--- config.mk ---
export PLATFORM = sky130hd
export DESIGN_NAME = uart_rx_deserializer
export DESIGN_NICKNAME = d
export VERILOG_FILES = /design/src/rtl/uart_rx_deserializer.sv
export SDC_FILE = /design/constraint.sdc
export NUM_CORES = 1
export LEC_CHECK = 0
export ABC_CLOCK_PERIOD_IN_PS = 6400
export CAP_MARGIN = 0
export CORE_MARGIN = 2
export CORE_UTILIZATION = 55
export DETAILED_ROUTE_END_ITERATION = 10
export PLACE_DENSITY = 0.75
export SLEW_MARGIN = 40
export SYNTH_ARGS = -nofsm -noshare
export SYNTH_HDL_FRONTEND = slang
export SYNTH_SLANG_ARGS = --single-unit
--- constraint.sdc ---
create_clock -name clk -period 6.4 [get_ports clk]
set_input_delay 0.64 -clock clk [delete_from_list [all_inputs] [get_ports clk]]
set_output_delay 0.64 -clock clk [all_outputs]
set_load 0.05 [all_outputs]
--- src/rtl/uart_rx_deserializer.sv ---
// uart_rx_deserializer
// UART receiver front end: synchronizes the asynchronous rx line, runs an
// internal OVERSAMPLE x baud tick generator and recovers 8N1 frames
// (8E1 when UART_RX_PARITY_EN is defined).
//
// Optional feature macro: UART_RX_PARITY_EN
//   Adds a PARITY state between DATA and STOP (even parity) and the
//   parity_err output port.
//
// Ports:
//   clk        in   system clock, rising edge
//   reset      in   asynchronous active-low reset
//   rx         in   serial line, idle high, asynchronous to clk
//   rx_data    out  [7:0] last correctly framed byte, LSB received first
//   rx_done    out  one-clk pulse, rx_data updated this cycle
//   frame_err  out  one-clk pulse, stop bit sampled low, byte discarded
//   parity_err out  one-clk pulse, parity mismatch (UART_RX_PARITY_EN only)
//   rx_busy    out  high whenever the receiver is not idle
module uart_rx_deserializer #(
  parameter int unsigned CLK_HZ     = 100_000_000,
  parameter int unsigned BAUD       = 9600,
  parameter int unsigned OVERSAMPLE = 16
) (
  input  logic       clk,
  input  logic       reset,
  input  logic       rx,
  output logic [7:0] rx_data,
  output logic       rx_done,
  output logic       frame_err,
`ifdef UART_RX_PARITY_EN
  output logic       parity_err,
`endif
  output logic       rx_busy
);

  localparam int unsigned TICK_RATE = BAUD * OVERSAMPLE;
  localparam int unsigned DIV       = (CLK_HZ + TICK_RATE / 2) / TICK_RATE;
  localparam int unsigned DIV_W     = (DIV > 1) ? $clog2(DIV) : 1;
  localparam int unsigned SAMP_W    = $clog2(OVERSAMPLE);

  localparam logic [DIV_W-1:0]  DIV_LAST  = DIV_W'(DIV - 1);
  localparam logic [SAMP_W-1:0] HALF_LAST = SAMP_W'(OVERSAMPLE / 2 - 1);
  localparam logic [SAMP_W-1:0] FULL_LAST = SAMP_W'(OVERSAMPLE - 1);

  typedef enum logic [2:0] {
    IDLE   = 3'd0,
    START  = 3'd1,
    DATA   = 3'd2,
    PARITY = 3'd3,
    STOP   = 3'd4
  } state_t;

  state_t            state;
  logic              rx_meta;
  logic              rx_sync;
  logic              rx_prev;
  logic [DIV_W-1:0]  tick_cnt;
  logic [SAMP_W-1:0] samp_cnt;
  logic [2:0]        bit_cnt;
  logic [7:0]        shift_reg;
  logic              tick_c;
  logic              start_c;
`ifdef UART_RX_PARITY_EN
  logic              parity_bit;
`endif

  // Two-flop synchronizer plus one history flop for falling-edge detect
  always_ff @(posedge clk or negedge reset) begin
    if (!reset) begin
      rx_meta <= 1'b1;
      rx_sync <= 1'b1;
      rx_prev <= 1'b1;
    end else begin
      rx_meta <= rx;
      rx_sync <= rx_meta;
      rx_prev <= rx_sync;
    end
  end

  assign start_c = (state == IDLE) && rx_prev && !rx_sync;
  assign tick_c  = (tick_cnt == DIV_LAST);

  // Oversample tick divider; restarted on the start edge so every
  // sample point is phase-locked to the detected falling edge
  always_ff @(posedge clk or negedge reset) begin
    if (!reset) begin
      tick_cnt <= '0;
    end else if (start_c || tick_c) begin
      tick_cnt <= '0;
    end else begin
      tick_cnt <= tick_cnt + DIV_W'(1);
    end
  end

  // Frame recovery FSM with registered outputs
  always_ff @(posedge clk or negedge reset) begin
    if (!reset) begin
      state     <= IDLE;
      samp_cnt  <= '0;
      bit_cnt   <= '0;
      shift_reg <= '0;
      rx_data   <= '0;
      rx_done   <= 1'b0;
      frame_err <= 1'b0;
      rx_busy   <= 1'b0;
`ifdef UART_RX_PARITY_EN
      parity_bit <= 1'b0;
      parity_err <= 1'b0;
`endif
    end else begin
      rx_done   <= 1'b0;
      frame_err <= 1'b0;
`ifdef UART_RX_PARITY_EN
      parity_err <= 1'b0;
`endif
      case (state)
        IDLE: begin
          if (start_c) begin
            state    <= START;
            samp_cnt <= '0;
            rx_busy  <= 1'b1;
          end
        end

        // Mid-start-bit check rejects glitches shorter than half a bit
        START: begin
          if (tick_c) begin
            if (samp_cnt == HALF_LAST) begin
              samp_cnt <= '0;
              bit_cnt  <= '0;
              if (!rx_sync) begin
                state <= DATA;
              end else begin
                state   <= IDLE;
                rx_busy <= 1'b0;
              end
            end else begin
              samp_cnt <= samp_cnt + SAMP_W'(1);
            end
          end
        end

        // LSB arrives first, so shift right with the new bit at the MSB
        DATA: begin
          if (tick_c) begin
            if (samp_cnt == FULL_LAST) begin
              samp_cnt  <= '0;
              shift_reg <= {rx_sync, shift_reg[7:1]};
              if (bit_cnt == 3'd7) begin
`ifdef UART_RX_PARITY_EN
                state <= PARITY;
`else
                state <= STOP;
`endif
              end else begin
                bit_cnt <= bit_cnt + 3'd1;
              end
            end else begin
              samp_cnt <= samp_cnt + SAMP_W'(1);
            end
          end
        end

`ifdef UART_RX_PARITY_EN
        PARITY: begin
          if (tick_c) begin
            if (samp_cnt == FULL_LAST) begin
              samp_cnt   <= '0;
              parity_bit <= rx_sync;
              state      <= STOP;
            end else begin
              samp_cnt <= samp_cnt + SAMP_W'(1);
            end
          end
        end
`endif

        // Framing error wins over parity error; either one discards the byte
        STOP: begin
          if (tick_c) begin
            if (samp_cnt == FULL_LAST) begin
              samp_cnt <= '0;
              state    <= IDLE;
              rx_busy  <= 1'b0;
              if (!rx_sync) begin
                frame_err <= 1'b1;
`ifdef UART_RX_PARITY_EN
              end else if (^{shift_reg, parity_bit}) begin
                parity_err <= 1'b1;
`endif
              end else begin
                rx_data <= shift_reg;
                rx_done <= 1'b1;
              end
            end else begin
              samp_cnt <= samp_cnt + SAMP_W'(1);
            end
          end
        end

        default: begin
          state   <= IDLE;
          rx_busy <= 1'b0;
        end
      endcase
    end
  end

endmodule

Word-level counts from Yosys, hierarchy flattened
Index checks and enable logic that the tools add are counted.

word-level totals
  bits in registers = 42
  word-level logic and storage cells = 86

operators by class
  add/subtract/negate cells = 3
  equal/unequal tests = 18
  muxes and demuxes = 38
  bitwise logic cells = 1
  reductions and logical operators = 14

operator list
  kind                                                                   number
  3-bit 2-to-1 mux                                                       13
  4-bit 2-to-1 mux                                                       5
  2-bit != test, second input constant                                   10
  1-bit 2-to-1 mux                                                       14
  3-bit one-hot mux with 4 select lines                                  1
  4-bit one-hot mux with 3 select lines                                  1
  10-bit by 1-bit adder with 10-bit output, second input constant        1
  10-bit equality test, second input constant                            1
  10-bit 2-to-1 mux                                                      1
  4-bit AND reduction                                                    2
  8-bit AND reduction                                                    1
  7-bit AND reduction                                                    1
  3-bit equality test, second input constant                             2
  3-bit one-hot mux with 2 select lines                                  1
  6-bit AND reduction                                                    1
  4-bit by 1-bit adder with 4-bit output, second input constant          1
  4-bit by 3-bit equality test with 1-bit output, second input constant  1
  4-bit equality test, second input constant                             1
  1-bit one-hot mux with 4 select lines                                  1
  3-bit by 1-bit adder with 3-bit output, second input constant          1
  3-bit by 1-bit equality test with 1-bit output, second input constant  1
  3-bit by 2-bit equality test with 1-bit output, second input constant  1
  3-bit zero test                                                        1
  3-bit AND reduction                                                    1
  9 further kinds                                                        10

Logic depth before layout (Yosys ltp)
Gate-level depths: netlist of the first run.

  depth after elaboration = 5
  gate-level depth with buffers = 7
  mapped depth without buffers = 6

Worst setup path before layout of the first run
OpenSTA, ideal clock, no wires.

  kind = register -> register
  start point = register tick_cnt[0]
  end point = register rx_data[0]
  library setup time = 0.125 ns
  arrival time = 1.909 ns
  slack = 4.366 ns
  cell stages (with the launch flop) = 8
  path buffers = 1
  cell sequence = dfrtp_1 inv_1 ha_1 and4b_1 nand3_2 or4_4 buf_6 mux2_4

between the ends
  cells in the longest elaborated chain, start to end = 2

RTL lines
  item                           line  RTL
  from (decl)                    57    logic [DIV_W-1:0] tick_cnt;
  from (signal assigned)         91    tick_cnt <= tick_cnt + DIV_W'(1);
  10-bit equality test           81    assign tick_c = (tick_cnt == DIV_LAST);
  4-bit AND reduction (no line)  --
  to (signal assigned)           192   rx_data <= shift_reg;
  to (decl)                      27    output logic [7:0] rx_data,

No other way between the ends.
A chain may end at the register's enable or synchronous reset.

Worst setup path in the final report of the first run
  start point = register state[1]
  end point = register bit_cnt[2]

between the ends
  cells in the longest elaborated chain, start to end = 3

RTL lines
  item                                                                                                                     line  RTL
  from (decl)                                                                                                              53    state_t state;
  from (signal assigned)                                                                                                   98    state <= IDLE;
  from (signal assigned)                                                                                                   119   state <= START;
  from (signal assigned)                                                                                                   132   state <= DATA;
  3-bit by 2-bit equality test with 1-bit output / 3-bit by 1-bit equality test with 1-bit output (equally long branches)  116   case (state)
  2-bit != test (no line) / 2-bit nonzero test (equally long branches)                                                     --
  6-bit AND reduction (no line)                                                                                            --
  to (signal assigned)                                                                                                     156   bit_cnt <= bit_cnt + 3'd1;
  to (decl)                                                                                                                59    logic [2:0] bit_cnt;

Parallel ways exist; a longest one is shown, timed or not.

==> impl_results.md, run 1 <==
* Biggest cell delay along the critical path at between 0.6 and 0.7 ns
* RD Place Congestion at about 0.87
* Core box area at approximately 3600 µm²
* Worst endpoint required time at ~6.6 ns
* Clock transition at the register clock pins on the worst setup and hold paths after CTS at 0.09 ns
* Initial antenna violation count at 0
* Post CTS Setup Buffer Count at 0
* Clock Latency Late Sink at around 0.30 ns
* Final WL at roughly 3500 µm
* Cell types with the highest counts after synthesis: 39 x sky130_fd_sc_hd__dfrtp_1, 20 x sky130_fd_sc_hd__nor2_1, 12 x sky130_fd_sc_hd__nand2_1
* Library cell with the highest instance count after synthesis: sky130_fd_sc_hd__dfrtp_1
* Upper clock frequency limit at 462.9 MHz
* Number of distinct standard cells referenced by the synthesized netlist at 41
* Largest delay contributor family on the critical path: compound AO/OA/AOI/OAI gates
* Power density over cell area at around 290 nW/µm²
* TritonCTS sink count at 42
* Number of pins exceeding their max-slew limit in the final report at 0
* Clock tree skew after final layout at about 0.0096 ns
* RSZ-0062 raised after global routing: no
* Synth Net Count at between 150 and 200
* Summed instance area of the synthesized netlist at between 2000 and 2500 µm²
* Sum of routed wire segments on met1 at around 1600 µm
* Vias in the first global route at 1352
* Global-route usage over all layers at between 10% and 20%
* Post-synth top area share at a little under half
* Max-Cap Viols at 0
* Synthesized area per cell at ~11 µm²
* Cells taking the most area after synthesis: sky130_fd_sc_hd__dfrtp_1 48%, sky130_fd_sc_hd__mux2_4 5.9%, sky130_fd_sc_hd__mux2_2 4.9%, sky130_fd_sc_hd__dfstp_2 3.8%, sky130_fd_sc_hd__nor2_1 3.7%
* Number of instances in the synthesized netlist at roughly 180
* Transition at the pin with the smallest max-transition slack at around 0.65 ns
* Buffer cell driving the clock tree root: sky130_fd_sc_hd__clkbuf_8
* Die Span X at ~65 µm
* LEAKAGE at about 0.0011 µW
* Met3 wire length at roughly 150 µm
* HP Class: in2async
* CTS buffer count at 5
* Largest net degree at the start of global routing at between 40 and 50
* Worst max-slew margin expressed relative to the limit at 56.18%
* Via count normalized by instance count at approximately 5.6
* Library cell occupying the most area in the post-synthesis netlist: sky130_fd_sc_hd__dfrtp_1
* Portion of the post-synthesis area used by sequential elements at 51.43%
* CTS Buffer Depth at 2
* GR Overflow Total at 0
* Kind of capture point of the worst setup path: flop
* Total setup violations reported at the end of the flow at 0
* Cell area reported after detailed placement at about 2200 µm²
* Ys async rst share at 100.0%
* Resized cells post-CTS at 0
* Ant. Diodes at 0
* Warnings, synthesis at 0
* Topmost layer with routed signal wires: met4
* Maximum vdd ir drop at about 0.00024 V
* IO buf count at 13
* Crit path time final at 2.160 ns
* Setup CP Type: reg2reg
* Count of flip-flops with a built-in enable after synthesis at 0
* # nets final at around 200
* Buffers & Inverters on Critical Path at 0
* Final instance area at 2341 µm²
* Initial Util at 56.44%
* Run status: completed
* First-pass GRT wire length at a little over 6000 µm
* Critical path launch point type: flop
* Most common flop cell mapped by yosys: sky130_fd_sc_hd__dfrtp_1
* Area delta synth->final at 14.16%
* Routed length on met2 at 1717 µm
* Quantity of hold-fixing buffers added after cts at 0
* Setup TNS Final at 0 ns
* Crit-path slowest cell: sky130_fd_sc_hd__dfrtp_1
* Sequence of cells on the critical path: nor3b_2, a22oi_1, a211oi_1, mux2i_1
* TritonCTS clock tree: built
* Period Utilization, post-route at between 30 and 40%
* Crit-path max FO at 15
* Hold Vio Cnt, Final at 0
* Standard-cell row count at 22
* Post-detailed-placement half-perimeter wirelength at around 2500 µm
* Die outline area at between 4000 and 5000 µm²
* Initial DRT Pass Iterations at 4
* I/O pins at 14
* Number of remaining DRC errors at 0
* Average routed wire per standard cell at 14.33 µm
* Vias at 1367
* Violation count after the first detailed-routing iteration at 85
* Fraction of layout instances using a drive strength above 1 at 18.46%
* Post-synthesis register bit count at between 40 and 50
* Depth of the CTS H-tree at 2
* DRT antenna net count at 0
* Die Ht at around 65 µm
* Arrival time of the worst setup path at 2.37 ns
* Largest register FFs at 10
-- worst reg2reg max path, cell delays in order (launching register included) --
cell,delay [ns]
sky130_fd_sc_hd__dfrtp_1,0.61
sky130_fd_sc_hd__nor3b_2,0.47
sky130_fd_sc_hd__a22oi_1,0.13
sky130_fd_sc_hd__a211oi_1,0.59
sky130_fd_sc_hd__mux2i_1,0.28
-- power breakdown --
group / switching (µW) / leakage (µW) / internal, µW
Clock: 93.3 / 0.0000683 / 156
Sequential: 37.6 / 0.000549 / 294
Combinational: 50.8 / 0.000479 / 39.8
Total: 182 / 0.00110 / 490
-- layout by cell type, fill, tap and decap left out, drive strengths merged, types with 2 or more instances in the layout --
cell type,n
clkdlybuf4s50,12
o21ai,6
a211oi,4
dfrtp,39
xor2,3
nand3,8
nor2,20
mux2i,3
xnor2,7
a31oi,4
clkbuf,5
a221oi,2
nor4,3
a22oi,2
nor3b,3
inv,10
or3b,2
or4bb,2
bufinv,2
ha,5
mux2,17
dfstp,3
nand2,12
nand2b,2
and3,2
nor3,4
-- area by class of cell --
class	instances	area, µm²
fill	299	1292
sequential	42	1055
multi-input combinational	122	923.4
timing repair buffer	13	127.6
clock buffer	5	68.82
clock inverter	3	68.82
tap	48	60.06
inverter	10	37.54
-- stage by stage --
step / power, µW / std cells / hold slack (ns) / util, % / setup slack, ns
2_1_floorplan: 399.5 / 181 / 0.3444 / - / 4.366
6_report: 671.7 / 243 / 0.3009 / 64.43 / 4.240
5_1_grt: 708.7 / 243 / 0.3394 / 64.43 / 4.047
3_3_place_gp: 418.9 / 235 / 0.3478 / 60.57 / 4.322
4_1_cts: 676.7 / 243 / 0.3233 / 64.43 / 4.202
3_5_place_dp: 427.6 / 235 / 0.3495 / 60.64 / 4.216
-- cell families after synthesis --
logic type	share of synthesized area (%)
compound gates	8.115
simple gates	17.33
flops	51.43
xor+xnor	4.271
mux	12.26
fa+ha+maj	3.051
buf+inv	3.539
-- path summary, 6_finish.rpt --
path / slack, ns / end / from / depth (start not counted)
worst max-delay path: 4.24 / bit_cnt[2] / state[1] / 4
worst min-delay path: 0.30 / rx_data[3] / reset / 1
worst max register to register: 4.24 / bit_cnt[2] / state[1] / 4
worst min register to register: 0.36 / rx_sync / rx_meta / 0
max in group asynchronous: 5.71 / rx_prev / reset / 1
min in group clk: 0.36 / rx_sync / rx_meta / 0
-- metal layers --
layer  global-route usage (%)  up-vias
met4                    6.771        0
li1                         -      662
met3                    5.729        5
met1                    25.29      671
met2                    31.57       29
met5                        0        -
No activity file was read; power rests on OpenSTA's default activity.
==> run 2: changes to the inputs <==
--- a/config.mk
+++ b/config.mk
@@ -5,7 +5,7 @@
 export SDC_FILE = /design/constraint.sdc
 export NUM_CORES = 1
 export LEC_CHECK = 0
-export ABC_CLOCK_PERIOD_IN_PS = 6400
+export ABC_CLOCK_PERIOD_IN_PS = 2000
 export CAP_MARGIN = 0
 export CORE_MARGIN = 2
 export CORE_UTILIZATION = 55
==> constraint.sdc (replaced) <==
create_clock -name clk -period 2 [get_ports clk]
set_input_delay 0.2 -clock clk [delete_from_list [all_inputs] [get_ports clk]]
set_output_delay 0.2 -clock clk [all_outputs]
set_load 0.05 [all_outputs]
==> impl_results.md, run 2 (same netlist as run 1, synthesis figures left out) <==
* Run status: completed
* Post-detailed-placement half-perimeter wirelength at 2563 µm (+2.5%)
* TritonCTS sink count at 42 (unchanged)
* Final total power at 1948 µW (+190%)
* I/O pins at 14 (unchanged)
* Crit-path slowest cell: sky130_fd_sc_hd__or4_4
* GR Overflow Total at 0 (unchanged)
* Cell Int Power at 1361 µW (+180%)
* Transition at the pin with the smallest max-transition slack at 0.5160 ns (-0.1374 ns)
* Initial DRT Pass Iterations at 4 (unchanged)
* Core box area at 3633 µm² (unchanged)
* Initial antenna violation count at 0 (unchanged)
* Biggest cell delay along the critical path at 0.62 ns (about the same)
* Depth of the CTS H-tree at 2 (unchanged)
* Switching fraction of total power at 30.15% (+3.1 points)
* Filler cell count at 282 (-5.7%)
* Clock tree skew after final layout at 0.01775 ns (+0.008157 ns)
* Die Span X at 65.06 µm (unchanged)
* Upper clock frequency limit at 511.4 MHz (+10%)
* Vias in the first global route at 1421 (+5.1%)
* Average routed wire per standard cell at 15.01 µm (+4.8%)
* # nets final at 219 (+8.4%)
* Worst endpoint required time at 2.19 ns (-4.42 ns)
* Register area at 1055 µm² (unchanged)
* IO buf count at 13 (unchanged)
* Buffer cell driving the clock tree root: sky130_fd_sc_hd__clkbuf_8
* Violation count after the first detailed-routing iteration at 63 (-26%)
* Critical path launch point type: flop
* RD Place Congestion at 0.8880 (+2.5%)
* TritonCTS clock tree: built
* Crit-path max FO at 5 (-10)
* Total net switching power at 587.3 µW (+220%)
* Maximum vdd ir drop at 0.0005792 V (+140%)
* Crit path time final at 1.955 ns (-0.2047 ns)
* Max-Cap Viols at 0 (unchanged)
* Worst hold slack across all endpoints at 0.3152 ns (+0.01431 ns)
* RSZ-0062 raised after global routing: yes
* CTS Buffer Depth at 2 (unchanged)
* Clock network fraction of design power at 27.5% (-9.7 points)
* Largest register FFs at 10 (unchanged)
* DRT antenna net count at 0 (unchanged)
* Fraction of layout instances using a drive strength above 1 at 24.53% (+6.1 points)
* CTS buffer count at 5 (unchanged)
* Portion of total power attributed to sequential cells at 53.3% (+4.0 points)
* Slack of the worst reg-to-reg path at 0.04 ns (-4.20 ns)
* Part of the power in combinational logic at 19.2% (+5.7 points)
* Die Ht at 65.06 µm (unchanged)
* Total setup violations reported at the end of the flow at 0 (unchanged)
* Number of pins exceeding their max-slew limit in the final report at 0 (unchanged)
* Kind of capture point of the worst setup path: flop
* Power density over cell area at 803.3 nW/µm² (+180%)
* Hold Vio Cnt, Final at 0 (unchanged)
* Worst max-slew margin expressed relative to the limit at 65.60% (+9.4 points)
* Period Utilization, post-route at 97.77% (+64 points)
* Die outline area at 4233 µm² (unchanged)
* Clock transition at the register clock pins on the worst setup and hold paths after CTS at 0.08 ns (about the same)
* Combined area of the multi-input logic cells at 938.4 µm² (+1.6%)
* Leading cell types in the layout, fill and taps excluded: 39 x sky130_fd_sc_hd__dfrtp_1, 20 x sky130_fd_sc_hd__nor2_1, 15 x sky130_fd_sc_hd__buf_4
* Area delta synth->final at 18.24%
* Via count normalized by instance count at 5.677 (+0.91%)
* Ant. Diodes at 0 (unchanged)
* Initial Util at 56.44% (unchanged)
* Setup CP Type: reg2reg
* Global-route usage over all layers at 20.18% (+0.60 points)
* Clock Latency Late Sink at 0.30 ns (about the same)
* Standard-cell row count at 22 (unchanged)
* HP Class: in2reg
* Vias at 1476 (+8.0%)
* Final WL at 3902 µm (+12%)
* First-pass GRT wire length at 6417 µm (+3.3%)
* Arrival time of the worst setup path at 2.14 ns (-0.23 ns)
* Most common cell after layout, fill and taps aside: sky130_fd_sc_hd__dfrtp_1
* Number of remaining DRC errors at 0 (unchanged)
* Largest net degree at the start of global routing at 43 (unchanged)
* Sequence of cells on the critical path: inv_1, ha_1, and4b_2, nand3_2, or4_4, mux2_4
* LEAKAGE at 0.001153 µW (+5.2%)
run 2: changes by cell type in the layout (fill, tap and decap cells not counted), sizes merged:
cell / change
buf: +15
clkinv: +1
or4: +1
dlygate4sd3: +1
bufinv: -2
clkbuf: +1
run 2: final timing paths:
check / start / cells after the start / endpoint
setup / recovery: tick_cnt[0] / 6 / rx_data[4]
hold / removal: rx / 1 / rx_meta
setup reg to reg: tick_cnt[0] / 6 / rx_data[4]
hold reg to reg: rx_meta / 0 / rx_sync
max in group asynchronous: reset / 3 / rx_sync
min in group asynchronous: reset / 3 / shift_reg[3]
run 2: power by group through the flow:
stage	Clock, µW	Sequential (µW)	Combinational [µW]
detailed placement	0	1060	337
CTS	545	1040	340
global route	590	1060	438
global placement	0	1050	319
floorplan	0	1040	240
finish	536	1040	374
run 2: area by class of cell:
cell class                 count  area share (%)
sequential                    42           43.50
inverter                      10           1.548
timing repair buffer          29           10.22
clock buffer                   6           2.993
tap                           48           2.477
clock inverter                 2          0.5676
multi-input combinational    123           38.70
run 2: worst max-delay path, delay by kind of cell, from the launching register on:
family,cells,cell delay [ns]
and+or+nand+nor,3,0.97
DFF,1,0.38
muxes,1,0.32
adders and majority gates,1,0.13
buffers and inverters,1,0.06
run 2: metal layers:
metal  track usage (%)  share of wire, %  routed length [µm]
met5                 0                 0                   0
met4             8.594               2.0                  78
met3             5.903               3.4                 134
met2             33.38                50                1955
met1             24.65                44                1733
run 2: repair_timing:
item                                   CTS  global route
buffers inserted                         0             3
hold buffers                             1             0
endpoints found under the hold margin   39             0
setup endpoints to repair                0             7
resized for setup                        0             2
run 2: stage by stage:
step                std cells  setup TNS [ns]  area [µm²]  util (%)  setup slack [ns]
floorplan                 181               0        2057         -           0.05957
global placement          247               0        2293     63.12           0.09934
detailed placement        247               0        2293     63.12           0.08522
CTS                       256               0        2390     65.77           0.07547
finish                    260               0        2425     66.74           0.04452
global route              260         -0.1591        2425     66.74          -0.03385
==> edit 1: new RTL, config.mk and constraints of run 2 <==
Make the reset (`reset`) synchronous in 3 clocked blocks. Comments in the files are not updated.
--- a/src/rtl/uart_rx_deserializer.sv
+++ b/src/rtl/uart_rx_deserializer.sv
@@ -66,5 +66,5 @@
 
   // Two-flop synchronizer plus one history flop for falling-edge detect
-  always_ff @(posedge clk or negedge reset) begin
+  always_ff @(posedge clk) begin
     if (!reset) begin
       rx_meta <= 1'b1;
@@ -83,5 +83,5 @@
   // Oversample tick divider; restarted on the start edge so every
   // sample point is phase-locked to the detected falling edge
-  always_ff @(posedge clk or negedge reset) begin
+  always_ff @(posedge clk) begin
     if (!reset) begin
       tick_cnt <= '0;
@@ -94,5 +94,5 @@
 
   // Frame recovery FSM with registered outputs
-  always_ff @(posedge clk or negedge reset) begin
+  always_ff @(posedge clk) begin
     if (!reset) begin
       state     <= IDLE;
Function: differs if reset is asserted again (counterexample within 4 cycles, from zero or initial values and one cycle with reset low); with reset held inactive, the same outputs for 10 cycles.
==> edit 1 against run 2 <==
  * Wire length down 9.3%
  * Area after synthesis shrank 9.5%
  * Synthesized cell count up 9.4%
  * Sequential cell count stayed put
  * Final area is 10% lower
  * Setup slack improved by 24 ps
  * Critical path type unchanged
Power is not compared: it rests on default switching activity, and its combinational part moved more than twofold at a synthesized area within 25%.
==> edit 1: results (changes against run 2) <==
| Metric | Value |
|---|---|
| Adder-Cell Fraction of Synth Area | 3.37% (+0.32 points) |
| Post-synthesis net count | 206 (+9.0%) |
| CP peak stage delay | 550 ps (-70 ps) |
| Fillers | 261 (-7.4%) |
| Largest net degree at the start of global routing | 21 (-51%) |
| Setup WS pre-CTS | 55.0 ps (-30.3 ps) |
| Compound-cell area share of the yosys netlist | 8.90% (+0.79 points) |
| M3 GR Usage | 7.04% (+1.1 points) |
| Met2 Wirelength | 1.73 mm (-11%) |
| M1 wire length | 1.59 mm (-8.5%) |
| Synth cell types | 39 (-4.9%) |
| Final net count | 227 (+3.7%) |
| Root Buffer | clkbuf_4 |
| Worst Path Arrival | 2180 ps (+40 ps) |
| Seq/Total Area, Yosys | 45.3% (-6.1 points) |
| Post-synth top cells | dfxtp_1 (42), nor2_1 (39), mux2i_1 (20) |
| Worst-Skew Late Latency | 370 ps (+70 ps) |
| Total routed wirelength | 3.54 mm (-9.3%) |
| Share of cells above drive strength 1 | 14.1% (-10 points) |
| Routability cong. | 0.929 (+4.6%) |
| Initial antenna violation count | 0 (unchanged) |
| Mux share of post-synthesis cell area | 10.8% (-1.5 points) |
| Placed inst area | 0.00208 mm2 (-9.1%) |
| Max reg flops | 10 (unchanged) |
| Met1 Usage GRT | 24.2% (-0.42 points) |
| Ranking of synthesized cells by area | dfxtp_1 (45%), mux2i_1 (11%), nor2_1 (7.9%), ha_1 (3.4%), xnor2_1 (2.8%) |
| DRT iter0 DRCs | 150 (+140%) |
| First-pass GRT wire length | 5.62 mm (-12%) |
| Placed instance count | 257 (+4.0%) |
| Wire length on met3 | 140 um (+4.5%) |
| Syn Inst Count | 198 (+9.4%) |
| Vias in the first global route | 1289 (-9.3%) |
| Average wire per standard cell | 13.3 um (-11%) |
| Crit-path slowest cell | or4b_4 |
| Clock Skews | 14.2 ps (-3.54 ps) |
| Async S/R FF share, synth | 0% (-100 points) |
| Least-Margin Pin Slew | 506 ps (-10.3 ps) |
| Met2 GRT Util | 33.2% (-0.19 points) |
| Status | finished clean |
| Tot GR Track Use | 20.4% (+0.26 points) |
| Final setup vio count | 0 (unchanged) |
| Post-DP HPWL | 2.57 mm (+0.39%) |
| XOR/XNOR Fraction of Synth Area | 4.72% (+0.45 points) |
| Routed via count | 1452 (-1.6%) |
| Dominant synthesized flop cell | dfxtp_1 |
[edit 1: layout make-up]
| cell class | count | area, um2 | area share, % |
|---|---|---|---|
| multi-input combinational | 145 | 975 | 44.7 |
| sequential | 42 | 846 | 38.8 |
| timing repair buffer | 22 | 210 | 9.64 |
| tap | 46 | 57.6 | 2.64 |
| clock inverter | 3 | 43.8 | 2.01 |
| clock buffer | 5 | 37.5 | 1.72 |
| inverter | 3 | 11.3 | 0.516 |
[edit 1: final timing paths]
path | start | endpoint | slack [ps] | depth (start not counted)
max reg2reg | tick_cnt[4]$_SDFF_PP0_ | samp_cnt[1]$_SDFFE_PN0P_ | 70 | 5
min reg2reg | rx_meta$_SDFF_PN1_ | rx_sync$_SDFF_PN1_ | 430 | 1
max | tick_cnt[4]$_SDFF_PP0_ | samp_cnt[1]$_SDFFE_PN0P_ | 70 | 5
min | rx | rx_meta$_SDFF_PN1_ | 410 | 2
==> edit 2: new RTL, flow settings as in run 2 <==
Without the edit above. `BAUD`: 9600 -> 2400.
--- a/src/rtl/uart_rx_deserializer.sv
+++ b/src/rtl/uart_rx_deserializer.sv
@@ -19,5 +19,5 @@
 module uart_rx_deserializer #(
   parameter int unsigned CLK_HZ     = 100_000_000,
-  parameter int unsigned BAUD       = 9600,
+  parameter int unsigned BAUD       = 2400,
   parameter int unsigned OVERSAMPLE = 16
 ) (
Behaviour: same outputs for any inputs over 10 cycles, from zero or initial values and one cycle with reset low; that may be too few to reach the edited logic, so the function may still have changed.
==> edit 2 against run 2 <==
  * Sequential power grew 8%
  * Highest routed layer unchanged
  * Core utilization is 2.7 points higher
  * Wire length shrank 3.2%
  * The flow now finishes with violations (negative setup slack)
  * Sequential cell count grew 2
  * Setup slack lost 83 ps
  * Clock skew down 11 ps
  * Clock power increased by 29%
  * Area after synthesis decreased by 0.55%
  * Power is 26% higher
  * Final area increased by 3.3%
==> edit 2: results (changes against run 2) <==
| Metric | Value |
|---|---|
| Synth cell types | 46 (+12%) |
| Share of cells above drive strength 1 | 29.4% (+4.9 points) |
| M1 wire length | 1.70 mm (-2.0%) |
| Setup WS pre-CTS | -29.4 ps (-115 ps) |
| Sw Ratio | 32.1% (+1.9 points) |
| Routability cong. | 0.827 (-6.9%) |
| M3 GR Usage | 5.73% (-0.17 points) |
| Syn Area/Cell | 11.6 um2 (+2.3%) |
| Post-DP HPWL | 2.70 mm (+5.4%) |
| Post-synthesis net count | 183 (-3.2%) |
| Routed via count | 1418 (-3.9%) |
| Status | finished with violations |
| Final setup vio count | 3 (+3) |
| Flop pwr share | 45.5% (-7.8 points) |
| Post-synth top cells | dfrtp_1 (41), nor2_1 (22), mux2_2 (16) |
| Via/cell ratio | 5.47 (-3.6%) |
| Initial antenna violation count | 0 (unchanged) |
| Leakage power | 0.00119 uW (+3.3%) |
| Setup TNS | -76.6 ps (-76.6 ps) |
| Final worst slack | -38.8 ps (-83.3 ps) |
| Crit-path slowest cell | or4b_4 |
| Placed instance count | 247 (unchanged) |
| Drt first pass iters | 4 (unchanged) |
| Largest net degree at the start of global routing | 28 (-35%) |
| CP startpoint | tick_cnt[4]$_DFF_PN0_ |
| Peak Freq | 490 MHz (-4.1%) |
| Comb pwr share | 26.5% (+7.3 points) |
| Max reg flops | 12 (+2) |
| Seq/Total Area, Yosys | 54.2% (+2.7 points) |
| Worst ir drop on vdd | 0.593 mV (+2.4%) |
| Seq power | 1120 uW (+8%) |
| Ranking of synthesized cells by area | dfrtp_1 (50%), mux2_2 (8.8%), nor2_1 (4.0%), dfstp_2 (3.9%), xor2_1 (3.4%) |
| Met2 Wirelength | 1.88 mm (-3.6%) |
| Placed inst area | 0.00231 mm2 (+0.55%) |
| Fillers | 280 (-0.71%) |
| CTS Buffer Depth | 2 (unchanged) |
| Met2 GRT Util | 33.9% (+0.52 points) |
| Met1 Usage GRT | 25.3% (+0.63 points) |
| DRT iter0 DRCs | 67 (+6.3%) |
| Final net count | 217 (-0.91%) |
| Reg-to-Reg Start | tick_cnt[4]$_DFF_PN0_ |
| CP peak stage delay | 580 ps (-40 ps) |
| TritonCTS clock tree | yes |
| Clock Skews | 6.66 ps (-11.1 ps) |
| First-pass GRT wire length | 6.49 mm (+1.2%) |
| Worst Path Arrival | 2230 ps (+90 ps) |
| Failing checks | negative setup slack |
| Slew headroom | 59.0% (-6.6 points) |
| Wire length on met3 | 104 um (-22%) |
| Tot GR Track Use | 20.6% (+0.42 points) |
| Total routed wirelength | 3.78 mm (-3.2%) |
[edit 2: cell types whose count changed in the layout (fill, tap and decap cells not counted), moves of 3 or more]
cell,change
a211oi_1,-3
a31oi_1,-4
inv_1,-6
mux2_2,+7
mux2_4,-7
mux2i_1,-3
nor2b_1,+3
xor2_1,+5
[edit 2: cells by family (layout without fill, tap and decap cells)]
kind of cell	count (synthesis)	after routing	synth area share [%]
multiplexers	17	17	9.57
flip-flops	44	44	54.2
buffers and inverters	8	43	2.64
AO/OA/AOI/OAI	18	18	6.20
AND/OR/NAND/NOR	72	72	19.4
XOR/XNOR	13	13	5.58
adder cells (fa/ha/maj)	4	4	2.45
[edit 2: path summary, 6_finish.rpt]
path / to / slack (ps) / cells after the start
setup / recovery: state[2]$_DFFE_PN0P_ / -40 / 4
hold / removal: rx_meta$_DFF_PN1_ / 300 / 1
setup reg to reg: state[2]$_DFFE_PN0P_ / -40 / 4
hold reg to reg: rx_sync$_DFF_PN1_ / 360 / 0
max in group asynchronous: rx_prev$_DFF_PN1_ / 1090 / 3
min in group asynchronous: tick_cnt[2]$_DFF_PN0_ / 360 / 2
[edit 2: final cells by class]
cell class | instances | area [um2] | area share, %
timing repair buffer | 31 | 279 | 11.1
clock buffer | 5 | 68.8 | 2.75
sequential | 44 | 1100 | 44.1
inverter | 4 | 15.0 | 0.600
clock inverter | 3 | 46.3 | 1.85
multi-input combinational | 124 | 930 | 37.1
tap | 48 | 60.1 | 2.40
[edit 2: timing repair]
| action | 4_1_cts | 5_1_grt |
|---|---|---|
| resized for setup | 3 | 6 |
| hold buffers | 1 | 0 |
| endpoints found under the hold margin | 17 | 0 |
| pin swaps | 2 | 2 |
| setup endpoints to repair | 10 | 23 |
| buffers inserted | 2 | 1 |
